`src/rtl/msrv32_instr_queue_if.sv`:
```
// msrv32_instr_queue_if
// Handshake and field bundle between the fetch unit, the instruction queue
// and the decode stage.
//   master : fetch/decode side; drives flush, push request, instr, pc and
//            decode_ready, and observes every queue output.
//   slave  : the queue; drives instr_ready, decode_valid, pc, split fields,
//            count (and illegal_out when MSRV32_IQ_ILLEGAL_CHK_EN is defined).
// Optional feature macro: MSRV32_IQ_ILLEGAL_CHK_EN adds illegal_out.
interface msrv32_instr_queue_if #(
   parameter int DEPTH = 4
);
   logic                       flush_in;
   logic                       instr_valid_in;
   logic [31:0]                instr_in;
   logic [31:0]                pc_in;
   logic                       instr_ready_out;
   logic                       decode_ready_in;
   logic                       decode_valid_out;
   logic [31:0]                pc_out;
   logic [6:0]                 opcode_out;
   logic [2:0]                 funct3_out;
   logic [6:0]                 funct7_out;
   logic [4:0]                 rs1_addr_out;
   logic [4:0]                 rs2_addr_out;
   logic [4:0]                 rd_addr_out;
   logic [11:0]                csr_addr_out;
   logic [24:0]                instr_31_7_out;
   logic [$clog2(DEPTH):0]     count_out;
`ifdef MSRV32_IQ_ILLEGAL_CHK_EN
   logic                       illegal_out;
`endif

   modport master (
      output flush_in, instr_valid_in, instr_in, pc_in, decode_ready_in,
      input  instr_ready_out, decode_valid_out, pc_out, opcode_out,
             funct3_out, funct7_out, rs1_addr_out, rs2_addr_out,
             rd_addr_out, csr_addr_out, instr_31_7_out, count_out
`ifdef MSRV32_IQ_ILLEGAL_CHK_EN
      , input illegal_out
`endif
   );

   modport slave (
      input  flush_in, instr_valid_in, instr_in, pc_in, decode_ready_in,
      output instr_ready_out, decode_valid_out, pc_out, opcode_out,
             funct3_out, funct7_out, rs1_addr_out, rs2_addr_out,
             rd_addr_out, csr_addr_out, instr_31_7_out, count_out
`ifdef MSRV32_IQ_ILLEGAL_CHK_EN
      , output illegal_out
`endif
   );
endinterface

```
`src/rtl/msrv32_instr_queue.sv`:
```
// msrv32_instr_queue
// Instruction queue between fetch and decode. Holds up to DEPTH
// (instruction, PC) pairs and presents the head entry to decode already
// split into its RISC-V fields. With no valid head (empty or flushing) the
// fields carry NOP_INSTR and pc_out is 0, so decode always sees a legal word.
// Ports:
//   clk_in  : core clock, rising edge
//   rst_in  : synchronous active-high reset (wins over flush)
//   bus     : msrv32_instr_queue_if.slave (push/pop handshake, flush,
//             split head fields, count)
// Optional feature macro: MSRV32_IQ_ILLEGAL_CHK_EN adds bus.illegal_out,
// flagging a valid head whose opcode is not a base RV32I major opcode.
module msrv32_instr_queue #(
   parameter int          DEPTH     = 4,
   parameter logic [31:0] NOP_INSTR = 32'h0000_0013
) (
   input logic                 clk_in,
   input logic                 rst_in,
   msrv32_instr_queue_if.slave bus
);

   localparam int PW = $clog2(DEPTH);
   localparam int CW = PW + 1;
   localparam logic [CW-1:0] FULL_CNT = CW'(DEPTH);

   logic [31:0]   instr_mem_q [DEPTH];
   logic [31:0]   pc_mem_q    [DEPTH];
   logic [PW-1:0] wp_q, wp_d;
   logic [PW-1:0] rp_q, rp_d;
   logic [CW-1:0] count_q, count_d;

   logic          ready;
   logic          valid;
   logic          push;
   logic          pop;
   logic [31:0]   sel_word;

   // Handshake and next-state logic. Readiness ignores decode_ready so a full
   // queue never takes a push even when the head pops in the same cycle;
   // full/empty come from count alone since wp==rp in both cases.
   always_comb begin
      ready   = (count_q != FULL_CNT) && !bus.flush_in;
      valid   = (count_q != '0) && !bus.flush_in;
      push    = bus.instr_valid_in && ready;
      pop     = valid && bus.decode_ready_in;
      wp_d    = wp_q;
      rp_d    = rp_q;
      count_d = count_q;
      if (bus.flush_in) begin
         wp_d    = '0;
         rp_d    = '0;
         count_d = '0;
      end else begin
         if (push) wp_d = wp_q + PW'(1);
         if (pop)  rp_d = rp_q + PW'(1);
         if (push && !pop)
            count_d = count_q + CW'(1);
         else if (pop && !push)
            count_d = count_q - CW'(1);
      end
   end

   always_ff @(posedge clk_in) begin
      if (rst_in) begin
         wp_q    <= '0;
         rp_q    <= '0;
         count_q <= '0;
      end else begin
         wp_q    <= wp_d;
         rp_q    <= rp_d;
         count_q <= count_d;
      end
   end

   // Storage is deliberately not reset; only pointers and count define
   // which entries are meaningful. A push coinciding with reset is dropped.
   always_ff @(posedge clk_in) begin
      if (!rst_in && push) begin
         instr_mem_q[wp_q] <= bus.instr_in;
         pc_mem_q[wp_q]    <= bus.pc_in;
      end
   end

   assign sel_word = valid ? instr_mem_q[rp_q] : NOP_INSTR;

   assign bus.instr_ready_out  = ready;
   assign bus.decode_valid_out = valid;
   assign bus.pc_out           = valid ? pc_mem_q[rp_q] : 32'h0;
   assign bus.opcode_out       = sel_word[6:0];
   assign bus.rd_addr_out      = sel_word[11:7];
   assign bus.funct3_out       = sel_word[14:12];
   assign bus.rs1_addr_out     = sel_word[19:15];
   assign bus.rs2_addr_out     = sel_word[24:20];
   assign bus.funct7_out       = sel_word[31:25];
   assign bus.csr_addr_out     = sel_word[31:20];
   assign bus.instr_31_7_out   = sel_word[31:7];
   assign bus.count_out        = count_q;

`ifdef MSRV32_IQ_ILLEGAL_CHK_EN
   logic legal_op;

   // Every base RV32I major opcode ends in 2'b11, so matching the full
   // 7-bit opcode also rejects compressed-format encodings.
   always_comb begin
      legal_op = 1'b0;
      case (sel_word[6:0])
         7'b0110111, // LUI
         7'b0010111, // AUIPC
         7'b1101111, // JAL
         7'b1100111, // JALR
         7'b1100011, // BRANCH
         7'b0000011, // LOAD
         7'b0100011, // STORE
         7'b0010011, // OP-IMM
         7'b0110011, // OP
         7'b0001111, // MISC-MEM
         7'b1110011: // SYSTEM
            legal_op = 1'b1;
         default:
            legal_op = 1'b0;
      endcase
   end

   assign bus.illegal_out = valid && !legal_op;
`endif

endmodule
```
`src/flat_wrapper.sv`:
```
// flat-port wrapper written by rule: the top's interface ports become plain ports
module msrv32_instr_queue_flat 
#(
   parameter int          DEPTH     = 4,
   parameter logic [31:0] NOP_INSTR = 32'h0000_0013
)
  (clk_in, rst_in, bus_flush_in, bus_instr_valid_in, bus_instr_in, bus_pc_in, bus_decode_ready_in, bus_instr_ready_out, bus_decode_valid_out, bus_pc_out, bus_opcode_out, bus_funct3_out, bus_funct7_out, bus_rs1_addr_out, bus_rs2_addr_out, bus_rd_addr_out, bus_csr_addr_out, bus_instr_31_7_out, bus_count_out);
  msrv32_instr_queue_if #(.DEPTH(DEPTH)) bus_i ();
  input logic clk_in;
  input logic rst_in;
  input wire logic [$bits(bus_i.flush_in)-1:0] bus_flush_in;
  input wire logic [$bits(bus_i.instr_valid_in)-1:0] bus_instr_valid_in;
  input wire logic [$bits(bus_i.instr_in)-1:0] bus_instr_in;
  input wire logic [$bits(bus_i.pc_in)-1:0] bus_pc_in;
  input wire logic [$bits(bus_i.decode_ready_in)-1:0] bus_decode_ready_in;
  output wire logic [$bits(bus_i.instr_ready_out)-1:0] bus_instr_ready_out;
  output wire logic [$bits(bus_i.decode_valid_out)-1:0] bus_decode_valid_out;
  output wire logic [$bits(bus_i.pc_out)-1:0] bus_pc_out;
  output wire logic [$bits(bus_i.opcode_out)-1:0] bus_opcode_out;
  output wire logic [$bits(bus_i.funct3_out)-1:0] bus_funct3_out;
  output wire logic [$bits(bus_i.funct7_out)-1:0] bus_funct7_out;
  output wire logic [$bits(bus_i.rs1_addr_out)-1:0] bus_rs1_addr_out;
  output wire logic [$bits(bus_i.rs2_addr_out)-1:0] bus_rs2_addr_out;
  output wire logic [$bits(bus_i.rd_addr_out)-1:0] bus_rd_addr_out;
  output wire logic [$bits(bus_i.csr_addr_out)-1:0] bus_csr_addr_out;
  output wire logic [$bits(bus_i.instr_31_7_out)-1:0] bus_instr_31_7_out;
  output wire logic [$bits(bus_i.count_out)-1:0] bus_count_out;
  assign bus_i.flush_in = bus_flush_in;
  assign bus_i.instr_valid_in = bus_instr_valid_in;
  assign bus_i.instr_in = bus_instr_in;
  assign bus_i.pc_in = bus_pc_in;
  assign bus_i.decode_ready_in = bus_decode_ready_in;
  assign bus_instr_ready_out = bus_i.instr_ready_out;
  assign bus_decode_valid_out = bus_i.decode_valid_out;
  assign bus_pc_out = bus_i.pc_out;
  assign bus_opcode_out = bus_i.opcode_out;
  assign bus_funct3_out = bus_i.funct3_out;
  assign bus_funct7_out = bus_i.funct7_out;
  assign bus_rs1_addr_out = bus_i.rs1_addr_out;
  assign bus_rs2_addr_out = bus_i.rs2_addr_out;
  assign bus_rd_addr_out = bus_i.rd_addr_out;
  assign bus_csr_addr_out = bus_i.csr_addr_out;
  assign bus_instr_31_7_out = bus_i.instr_31_7_out;
  assign bus_count_out = bus_i.count_out;
  msrv32_instr_queue #(.DEPTH(DEPTH), .NOP_INSTR(NOP_INSTR)) u_core (.clk_in(clk_in), .rst_in(rst_in), .bus(bus_i));
endmodule
```
`config.mk`:
```
export PLATFORM = sky130hd
export DESIGN_NAME = msrv32_instr_queue_flat
export DESIGN_NICKNAME = d
export VERILOG_FILES = /design/src/rtl/msrv32_instr_queue_if.sv /design/src/rtl/msrv32_instr_queue.sv /design/src/flat_wrapper.sv
export SDC_FILE = /design/constraint.sdc
export NUM_CORES = 1
export LEC_CHECK = 0
export ABC_AREA = 1
export BUFFER_PORTS_ARGS = -buffer_cell sky130_fd_sc_hd__buf_2
export CORE_MARGIN = 2
export CORE_UTILIZATION = 50
export CTS_CLUSTER_DIAMETER = 40
export DETAILED_ROUTE_END_ITERATION = 10
export HOLD_SLACK_MARGIN = 0.06
export PLACE_DENSITY_LB_ADDON = 0.25
export SYNTH_ARGS = -nofsm -noshare
export SYNTH_HDL_FRONTEND = slang
export SYNTH_SLANG_ARGS = --single-unit
```
`constraint.sdc`:
```
create_clock -name clk_in -period 10.1 [get_ports clk_in]
set_clock_uncertainty 0.05 [all_clocks]
set_input_delay 0.505 -clock clk_in [delete_from_list [all_inputs] [get_ports clk_in]]
set_output_delay 0.505 -clock clk_in [all_outputs]
set_load 0.02 [all_outputs]
```
==> flow_summary.yaml, run 1 <==
synthesis:
  synth_cells: 865
  synth-seq-cells: 265
  syn_nets: 940
  synthesis.area_mm2: 0.0107
  postSynthAreaPerCell_um2: 12.4
  synth_warnings: 0
  ys_types: 19
  ys_seq_area_share_pct: 73.4
finish:
  seqCellArea_mm2: 0.00787
  drive_gt1_share_pct: 24.2
  area_growth_pct: 17.7
  layout.nets: 1076
  final_cell_mix: "edfxtp_1 (256), nor2_1 (255), buf_2 (174)"
  fillers: 1640
  final_common_cell: "edfxtp_1"
  utilization_pct: 60.0
  multi_input_area_mm2: 0.00222
place:
  place_hpwl_um: 11600
  routabilityCongestion: 0.740
  portBuffers: 174
clock_network:
  cts_tree: "done"
  numCtsBuffers: 35
  postCtsSetupBuffers: 0
  clock_sinks: 265
  h-tree-depth: 2
  cts_max_path_buffers: 3
  clk_pin_slew_ps: 50
  post_cts_resized: 0
  cts_hold_buffers: 0
  clk_latency_ps: 480
  root_buffer: "clkbuf_16"
die:
  start_util_pct: 51.0
  coreArea_mm2: 0.0210
  die_h_um: 150
  die_area_mm2: 0.0226
  die_w_um: 150
  pin_count: 175
  num_rows: 53
timing:
  whs_ps: 174
  worst_pin_slew_ps: 1110
  maxSlewHeadroom_pct: 26.3
  finalSetupTns_ps: 0
  hold_violations: 0
  rsz0062_at_grt: "false"
  drv_slew: 0
  fin_crit_sh_pct: 33.6
  fmax_mhz: 295
  setup_violations: 0
  fin_crit_ps: 3390
status:
  status: "complete, no violations"
worst_setup_path:
  cp.required_ps: 9550
  cp_slowest_cell: "buf_4"
  cpPeakStageDelay_ps: 670
  critPathArrivalTime_ps: 2840
  endpoint_kind: "output pin"
  path_cells: "clkinv_2, buf_4, o21ai_0, a21oi_1, buf_2"
  cpLargestDelayFamily: "buffers and inverters"
  path_max_fanout: 79
  crit_type: "reg -> out"
  cp-start-kind: "flop"
  critPathBufInv: 3
power:
  p_per_area_mw_per_mm2: 203
  clkPwrFrac_pct: 47.7
  irDropWorstVdd_v: 0.000164
  netSwitchingPower_mw: 0.520
  switching_share_pct: 20.3
  p_leak_nw: 4.81
  power_frac_comb_pct: 4.7
  p_int_mw: 2.04
  sequentialPowerShare_pct: 47.7
  finalPower_mw: 2.56
detailed_routing:
  wl_um: 21800
  drc_errors: 0
  drt_iter0_drc: 531
  vias: 6711
  avgRoutedWirePerCell_um: 16.7
  antenna_left: 0
  drtPass1Iterations: 4
  routed_via_density: 5.15
run:
  max-cap-violations: 0
global_routing:
  grt_pass1_vias: 6288
  grtUsageTotal_pct: 19.2
  grt_pass1_wl_um: 33200
  overflow: 0
  antenna_found_initial: 3
  grt_max_degree: 101
hold_path:
  hold_class: "in -> reg"
==> per-stage QoR <==
| stage | instances | cell area [µm²] | setup slack [ps] |
|---|---|---|---|
| final | 1303 | 12600 | 6710 |
| after global routing | 1301 | 12600 | 6430 |
| after global placement | 1239 | 11400 | 6940 |
| after floorplan | 865 | 10700 | 5890 |
| after CTS | 1301 | 12600 | 6650 |
| after detailed placement | 1239 | 11400 | 6880 |
==> synthesized netlist by cell type (all sizes together) <==
library cell / instances / area, µm²
a21oi: 70 / 350
o21ai: 126 / 631
clkbuf: 10 / 37.5
nand4: 2 / 12.5
nand2: 30 / 113
nand3: 3 / 15.0
fa: 1 / 20.0
nor2: 259 / 972
buf: 74 / 561
ha: 5 / 62.6
dfxtp: 9 / 180
inv: 19 / 71.3
xor2: 1 / 8.76
edfxtp: 256 / 7690
==> final cells by class <==
cell class / count / share of cell area [%]
antenna: 2 / 0.0397
clock inverter: 23 / 2.21
tap: 275 / 2.73
timing repair buffer: 183 / 7.44
sequential: 265 / 62.4
clock buffer: 39 / 7.06
inverter: 19 / 0.575
multi-input combinational: 497 / 17.6
==> state kept, by name (all words and copies together), names as in the netlist, named ones only <==
name                  cells
u_core.bus.count_out      3
u_core.instr_mem_q      128
u_core.pc_mem_q         128
u_core.rp_q               2
u_core.wp_q               2
==> cells by family after synthesis <==
group,after synthesis,share of synthesized area [%]
flip-flops,265,73.4
AO/OA/AOI/OAI,196,9.15
adder cells (fa/ha/maj),6,0.770
XOR/XNOR,1,0.0817
AND/OR/NAND/NOR,294,10.4
buffers and inverters,103,6.24
==> worst paths after layout <==
check / endpoint / start / depth (start not counted) / slack, ps
setup reg to reg: u_core.instr_mem_q[1][4] / u_core.bus.count_out[0] / 7 / 7140
hold reg to reg: u_core.bus.count_out[0] / u_core.bus.count_out[0] / 1 / 470
setup / recovery: bus_instr_31_7_out[16] / flop / 5 / 6710
hold / removal: u_core.pc_mem_q[2][22] / bus_pc_in[22] / 1 / 170
==> routing by layer <==
metal | vias up | GRT usage (%) | wire length, µm
met4 | 6 | 5.61 | 390
li1 | 3270 | - | -
met3 | 40 | 4.30 | 1510
met5 | - | 0 | 34
met2 | 212 | 31.7 | 10400
met1 | 3183 | 25.6 | 9450
==> power groups by stage <==
stage | Clock (mW) | Sequential, mW | Combinational, mW
global route | 1.30 | 1.22 | 0.133
finish | 1.22 | 1.22 | 0.120
detailed placement | 0 | 1.25 | 0.120
global placement | 0 | 1.24 | 0.119
floorplan | 0 | 1.25 | 0.0759
CTS | 1.25 | 1.22 | 0.121
(Power assumes the default switching activity.)
==> run 2, diff against run 1 <==
--- a/config.mk
+++ b/config.mk
@@ -5,7 +5,7 @@
 export SDC_FILE = /design/constraint.sdc
 export NUM_CORES = 1
 export LEC_CHECK = 0
-export ABC_AREA = 1
+export ABC_AREA = 0
 export BUFFER_PORTS_ARGS = -buffer_cell sky130_fd_sc_hd__buf_2
 export CORE_MARGIN = 2
 export CORE_UTILIZATION = 50
==> constraint.sdc (replaced) <==
create_clock -name clk_in -period 2.8 [get_ports clk_in]
set_clock_uncertainty 0.05 [all_clocks]
set_input_delay 0.14 -clock clk_in [delete_from_list [all_inputs] [get_ports clk_in]]
set_output_delay 0.14 -clock clk_in [all_outputs]
set_load 0.02 [all_outputs]
==> run 2 against run 1 <==
  * Die area down 2.5%
  * Worst hold slack lost 77 ps
  * Critical path depth shrank 1
  * Synthesized cell count down 43%
  * Register-to-register slack lost 6700 ps
  * Power grew to 3.7 times the previous value
  * First-iteration DRC count is 47% lower
  * Via count is 20% lower
  * Setup slack lost 6400 ps
==> flow_summary.yaml, run 2 <==
power:
  p_leak_nw: 4.85
  irDropWorstVdd_v: 0.000621
  finalPower_mw: 9.54
  p_per_area_mw_per_mm2: 712
detailed_routing:
  wl_um: 20100
  vias: 5396
  drt_iter0_drc: 281
  drtPass1Iterations: 4
  drc_errors: 0
  routed_via_density: 5.24
  antenna_left: 0
  avgRoutedWirePerCell_um: 19.5
synthesis:
  ys_seq_area_share_pct: 75.3
  ys_types: 29
  postSynthAreaPerCell_um2: 21.0
  synthTopCellsByCount: "edfxtp_1 (256), mux4_2 (64), and2_1 (61)"
  yosysTopAreaCellShare_pct: 73.6
  synth_warnings: 0
  synth-seq-cells: 265
  synth_edf_count: 256
  synth_cells: 497
  ys_top_cells_by_area: "edfxtp_1 (74%), mux4_2 (14%), and2_1 (3.7%), buf_4 (2.7%), dfxtp_1 (1.7%)"
  synth.most_common_cell: "edfxtp_1"
  ys.flop_type: "edfxtp_1"
  syn_nets: 572
  synth_top_cell_by_area: "edfxtp_1"
  synthesis.area_mm2: 0.0105
  async_flop_share_pct: 0
timing:
  drv_slew: 0
  fin_crit_sh_pct: 87.5
  worst_pin_slew_ps: 661
  fmax_mhz: 408
  whs_ps: 97.2
  maxSlewHeadroom_pct: 55.9
  fin_crit_ps: 2450
  hold_violations: 0
  rsz0062_at_grt: "false"
  setup_violations: 0
finish:
  area_growth_pct: 28.2
  drive_gt1_share_pct: 42.1
  final_common_cell: "edfxtp_1"
  layout.nets: 804
  final_cell_mix: "edfxtp_1 (256), buf_2 (174), dlygate4sd3_1 (66)"
clock_network:
  clk_pin_slew_ps: 50
  root_buffer: "clkbuf_16"
  cts_max_path_buffers: 3
  numCtsBuffers: 37
  cts_tree: "done"
  clock_sinks: 265
  h-tree-depth: 2
  clk_latency_ps: 500
  post_cts_resized: 0
worst_setup_path:
  endpoint_kind: "output pin"
  critPathArrivalTime_ps: 2260
  cp-start-kind: "flop"
  cpLargestDelayFamily: "multiplexers"
  cpPeakStageDelay_ps: 540
  critPathBufInv: 2
  cp_slowest_cell: "mux4_2"
  crit_type: "reg -> out"
  path_max_fanout: 13
  cp.required_ps: 2610
  path_cells: "buf_4, mux4_2, and2_1, buf_2"
place:
  place_hpwl_um: 10800
  routabilityCongestion: 0.748
  portBuffers: 174
global_routing:
  grt_pass1_wl_um: 31200
  grtUsageTotal_pct: 18.6
  overflow: 0
  antenna_found_initial: 1
  grt_max_degree: 65
  grt_pass1_vias: 5826
status:
  status: "complete, no violations"
die:
  num_rows: 52
  pin_count: 175
  start_util_pct: 51.3
  coreArea_mm2: 0.0204
  die_h_um: 149
  die_w_um: 149
  die_area_mm2: 0.0221
run:
  max-cap-violations: 0
hold_path:
  hold_class: "in -> reg"
## run 2: cell count changes after synthesis, moves of 13 or more
cell     change
a21oi_1     -65
and2_1      +61
inv_1       -13
mux4_2      +64
nand2_1     -26
nor2_1     -255
o21ai_0    -118
## run 2: power by group
| part | internal (mW) | switching [mW] |
|---|---|---|
| Sequential | 4.39 | 0.0141 |
| Clock | 3.04 | 1.61 |
| Combinational | 0.218 | 0.269 |
| Total | 7.65 | 1.89 |
## run 2: final timing paths
kind         cells past startpoint  slack, ps                     from                 endpoint
max                              4        350                     flop   bus_instr_31_7_out[17]
min                              4        100       bus_instr_valid_in           u_core.wp_q[0]
max reg2reg                      9        460  u_core.bus.count_out[0]  u_core.bus.count_out[2]
min reg2reg                      2        450           u_core.wp_q[1]           u_core.wp_q[1]
## run 2: final cells by class
class,instances,area [µm²]
sequential,265,7880
clock inverter,21,251
tap,270,338
multi-input combinational,170,2210
fill,1388,6960
inverter,4,15.0
timing repair buffer,251,1690
antenna,1,2.50
clock buffer,47,1020
## run 2: metal layers
layer / global-route usage, % / wire [µm] / part of all wire, %
met1: 23.6 / 8170 / 41
met2: 32.1 / 10300 / 52
met3: 4.17 / 1100 / 5.5
met4: 6.19 / 453 / 2.3
met5: 0 / 0 / 0
## run 2: cell families (layout without fill, tap and decap cells)
| logic type | after synthesis | in the layout | share of synthesized area, % |
|---|---|---|---|
| adder cells (fa/ha/maj) | 6 | 6 | 0.790 |
| AO/OA/AOI/OAI | 9 | 9 | 0.455 |
| XOR/XNOR | 2 | 2 | 0.168 |
| other | 0 | 1 | 0 |
| multiplexers | 66 | 66 | 14.0 |
| flip-flops | 265 | 265 | 75.3 |
| AND/OR/NAND/NOR | 87 | 87 | 5.12 |
| buffers and inverters | 62 | 323 | 4.19 |
## run 2: through the flow
stage	setup slack, ps	std cells	cell area (µm²)	TNS, ps	utilization (%)
2_1_floorplan	-105	497	10500	-20720	-
3_3_place_gp	633	894	11500	0	56.3
3_5_place_dp	513	894	11500	0	56.3
4_1_cts	270	1028	13400	0	65.8
5_1_grt	201	1029	13400	0	65.8
6_report	350	1029	13400	0	65.8
## run 2: worst min-delay path: cells and delay by family
| family | cells | cell delay, ps |
|---|---|---|
| buf+inv | 1 | 90 |
| compound gates | 1 | 80 |
| simple gates | 2 | 270 |
## run 2: repair_timing
item | CTS | global route
setup endpoints to repair | 0 | 0
hold buffers | 66 | 0
buffers inserted | 0 | 0
hold endpoints to repair | 261 | 0
==> run 3, diff against run 2 <==
--- a/config.mk
+++ b/config.mk
@@ -5,7 +5,7 @@
 export SDC_FILE = /design/constraint.sdc
 export NUM_CORES = 1
 export LEC_CHECK = 0
-export ABC_AREA = 0
+export ABC_AREA = 1
 export BUFFER_PORTS_ARGS = -buffer_cell sky130_fd_sc_hd__buf_2
 export CORE_MARGIN = 2
 export CORE_UTILIZATION = 50
==> run 3 against run 2 <==
  * Final cell count increased by 34%
  * Register-to-register slack improved by 50 ps
  * Critical path type unchanged
  * Core utilization decreased by 1.8 points
==> flow_summary.yaml, run 3 (same netlist as run 1, synthesis figures left out) <==
worst_setup_path:
  path_cells: "buf_12, nor2_1, nor2_1, o21ai_0, a21oi_1, buf_2"
  critPathArrivalTime_ps: 2390
  cp.required_ps: 2610
  cp_slowest_cell: "dfxtp_4"
  crit_type: "reg -> out"
  critPathBufInv: 2
  cpLargestDelayFamily: "buffers and inverters"
  cp-start-kind: "flop"
  endpoint_kind: "output pin"
  cpPeakStageDelay_ps: 530
  cp_common_cell: "nor2_1"
  path_max_fanout: 104
global_routing:
  grt_pass1_wl_um: 36600
  overflow: 0
  grt_pass1_vias: 7009
  grtUsageTotal_pct: 21.1
  antenna_found_initial: 0
  grt_max_degree: 105
finish:
  utilization_pct: 64.0
  fillers: 1565
  final_cell_mix: "edfxtp_1 (256), nor2_1 (255), buf_2 (174)"
  fin_cells: 1377
  drive_gt1_share_pct: 23.0
  area_growth_pct: 25.4
  fin_area_mm2: 0.0134
  layout.nets: 1156
  final_common_cell: "edfxtp_1"
  antenna_cells: 0
die:
  die_h_um: 150
  pin_count: 175
  coreArea_mm2: 0.0210
  num_rows: 53
  die_area_mm2: 0.0226
  die_w_um: 150
  start_util_pct: 51.0
power:
  p_per_area_mw_per_mm2: 688
  p_leak_nw: 5.15
  irDropWorstVdd_v: 0.000493
  finalPower_mw: 9.25
hold_path:
  hold_class: "in -> reg"
timing:
  fin_crit_ps: 2580
  finalSetupTns_ps: 0
  rsz0062_at_grt: "false"
  fin_crit_sh_pct: 92.1
  hold_violations: 0
  maxSlewHeadroom_pct: 41.5
  worst_pin_slew_ps: 877
  drv_slew: 0
  fmax_mhz: 388
  setup_violations: 0
clock_network:
  clock_sinks: 265
  clk_pin_slew_ps: 50
  numCtsBuffers: 35
  cts_tree: "done"
  h-tree-depth: 2
  cts_max_path_buffers: 3
  clk_latency_ps: 480
  root_buffer: "clkbuf_16"
  postCtsSetupBuffers: 0
detailed_routing:
  drtPass1Iterations: 5
  avgRoutedWirePerCell_um: 17.2
  routed_via_density: 5.18
  vias: 7129
  antenna_left: 0
  drt_iter0_drc: 443
  wl_um: 23700
  drc_errors: 0
place:
  dp_cells: 1248
  place_hpwl_um: 13200
  portBuffers: 174
  routabilityCongestion: 0.774
  post_dp_cell_area_mm2: 0.0116
run:
  max-cap-violations: 0
status:
  status: "complete, no violations"
==> run 3: per-stage QoR <==
stage | hold WS [ps] | worst slack (ps)
finish | 108 | 221
global route | 127 | 55.7
global placement | 304 | 614
CTS | 94.6 | 65.6
floorplan | 189 | -382
detailed placement | 313 | 589
==> run 3: power by group <==
group | switching (mW) | internal, mW | leakage [nW]
clock | 1.64 | 2.68 | 0.545
combinational | 0.330 | 0.199 | 2.22
sequential | 0.0145 | 4.39 | 2.39
==> run 3: cell type report <==
type | instances | area (µm²) | area share (%)
clock buffer | 38 | 887 | 6.60
multi-input combinational | 497 | 2220 | 16.5
sequential | 265 | 7870 | 58.6
timing repair buffer | 263 | 1820 | 13.5
clock inverter | 20 | 234 | 1.74
inverter | 19 | 73.8 | 0.549
tap | 275 | 344 | 2.56
==> run 3: per-layer routing <==
| metal | wire, µm | GRT usage [%] | up-vias |
|---|---|---|---|
| met4 | 497 | 6.60 | 0 |
| met2 | 11700 | 35.1 | 292 |
| met5 | 0 | 0 | - |
| li1 | - | - | 3428 |
| met1 | 9810 | 27.8 | 3362 |
| met3 | 1690 | 4.67 | 47 |
==> run 3: final timing paths <==
| kind | to | cells after the start | slack (ps) | startpoint |
|---|---|---|---|---|
| worst max-delay path | bus_instr_31_7_out[7] | 6 | 220 | flop |
| worst min-delay path | flop | 5 | 110 | bus_flush_in |
| worst max register to register | flop | 8 | 510 | u_core.bus.count_out[0] |
| worst min register to register | u_core.bus.count_out[0] | 1 | 480 | u_core.bus.count_out[0] |
==> run 3: worst register-to-register path, delay by kind of cell (launching register included) <==
family                 cells  cell delay (ps)
buffers and inverters      2             1110
DFF                        1              410
and+or+nand+nor            6              650
==> run 3: repair_timing <==
action / in CTS / in global routing
resized for setup: 0 / 1
endpoints found under the hold margin: 265 / 0
hold buffers: 71 / 0
setup endpoints to repair: 0 / 53
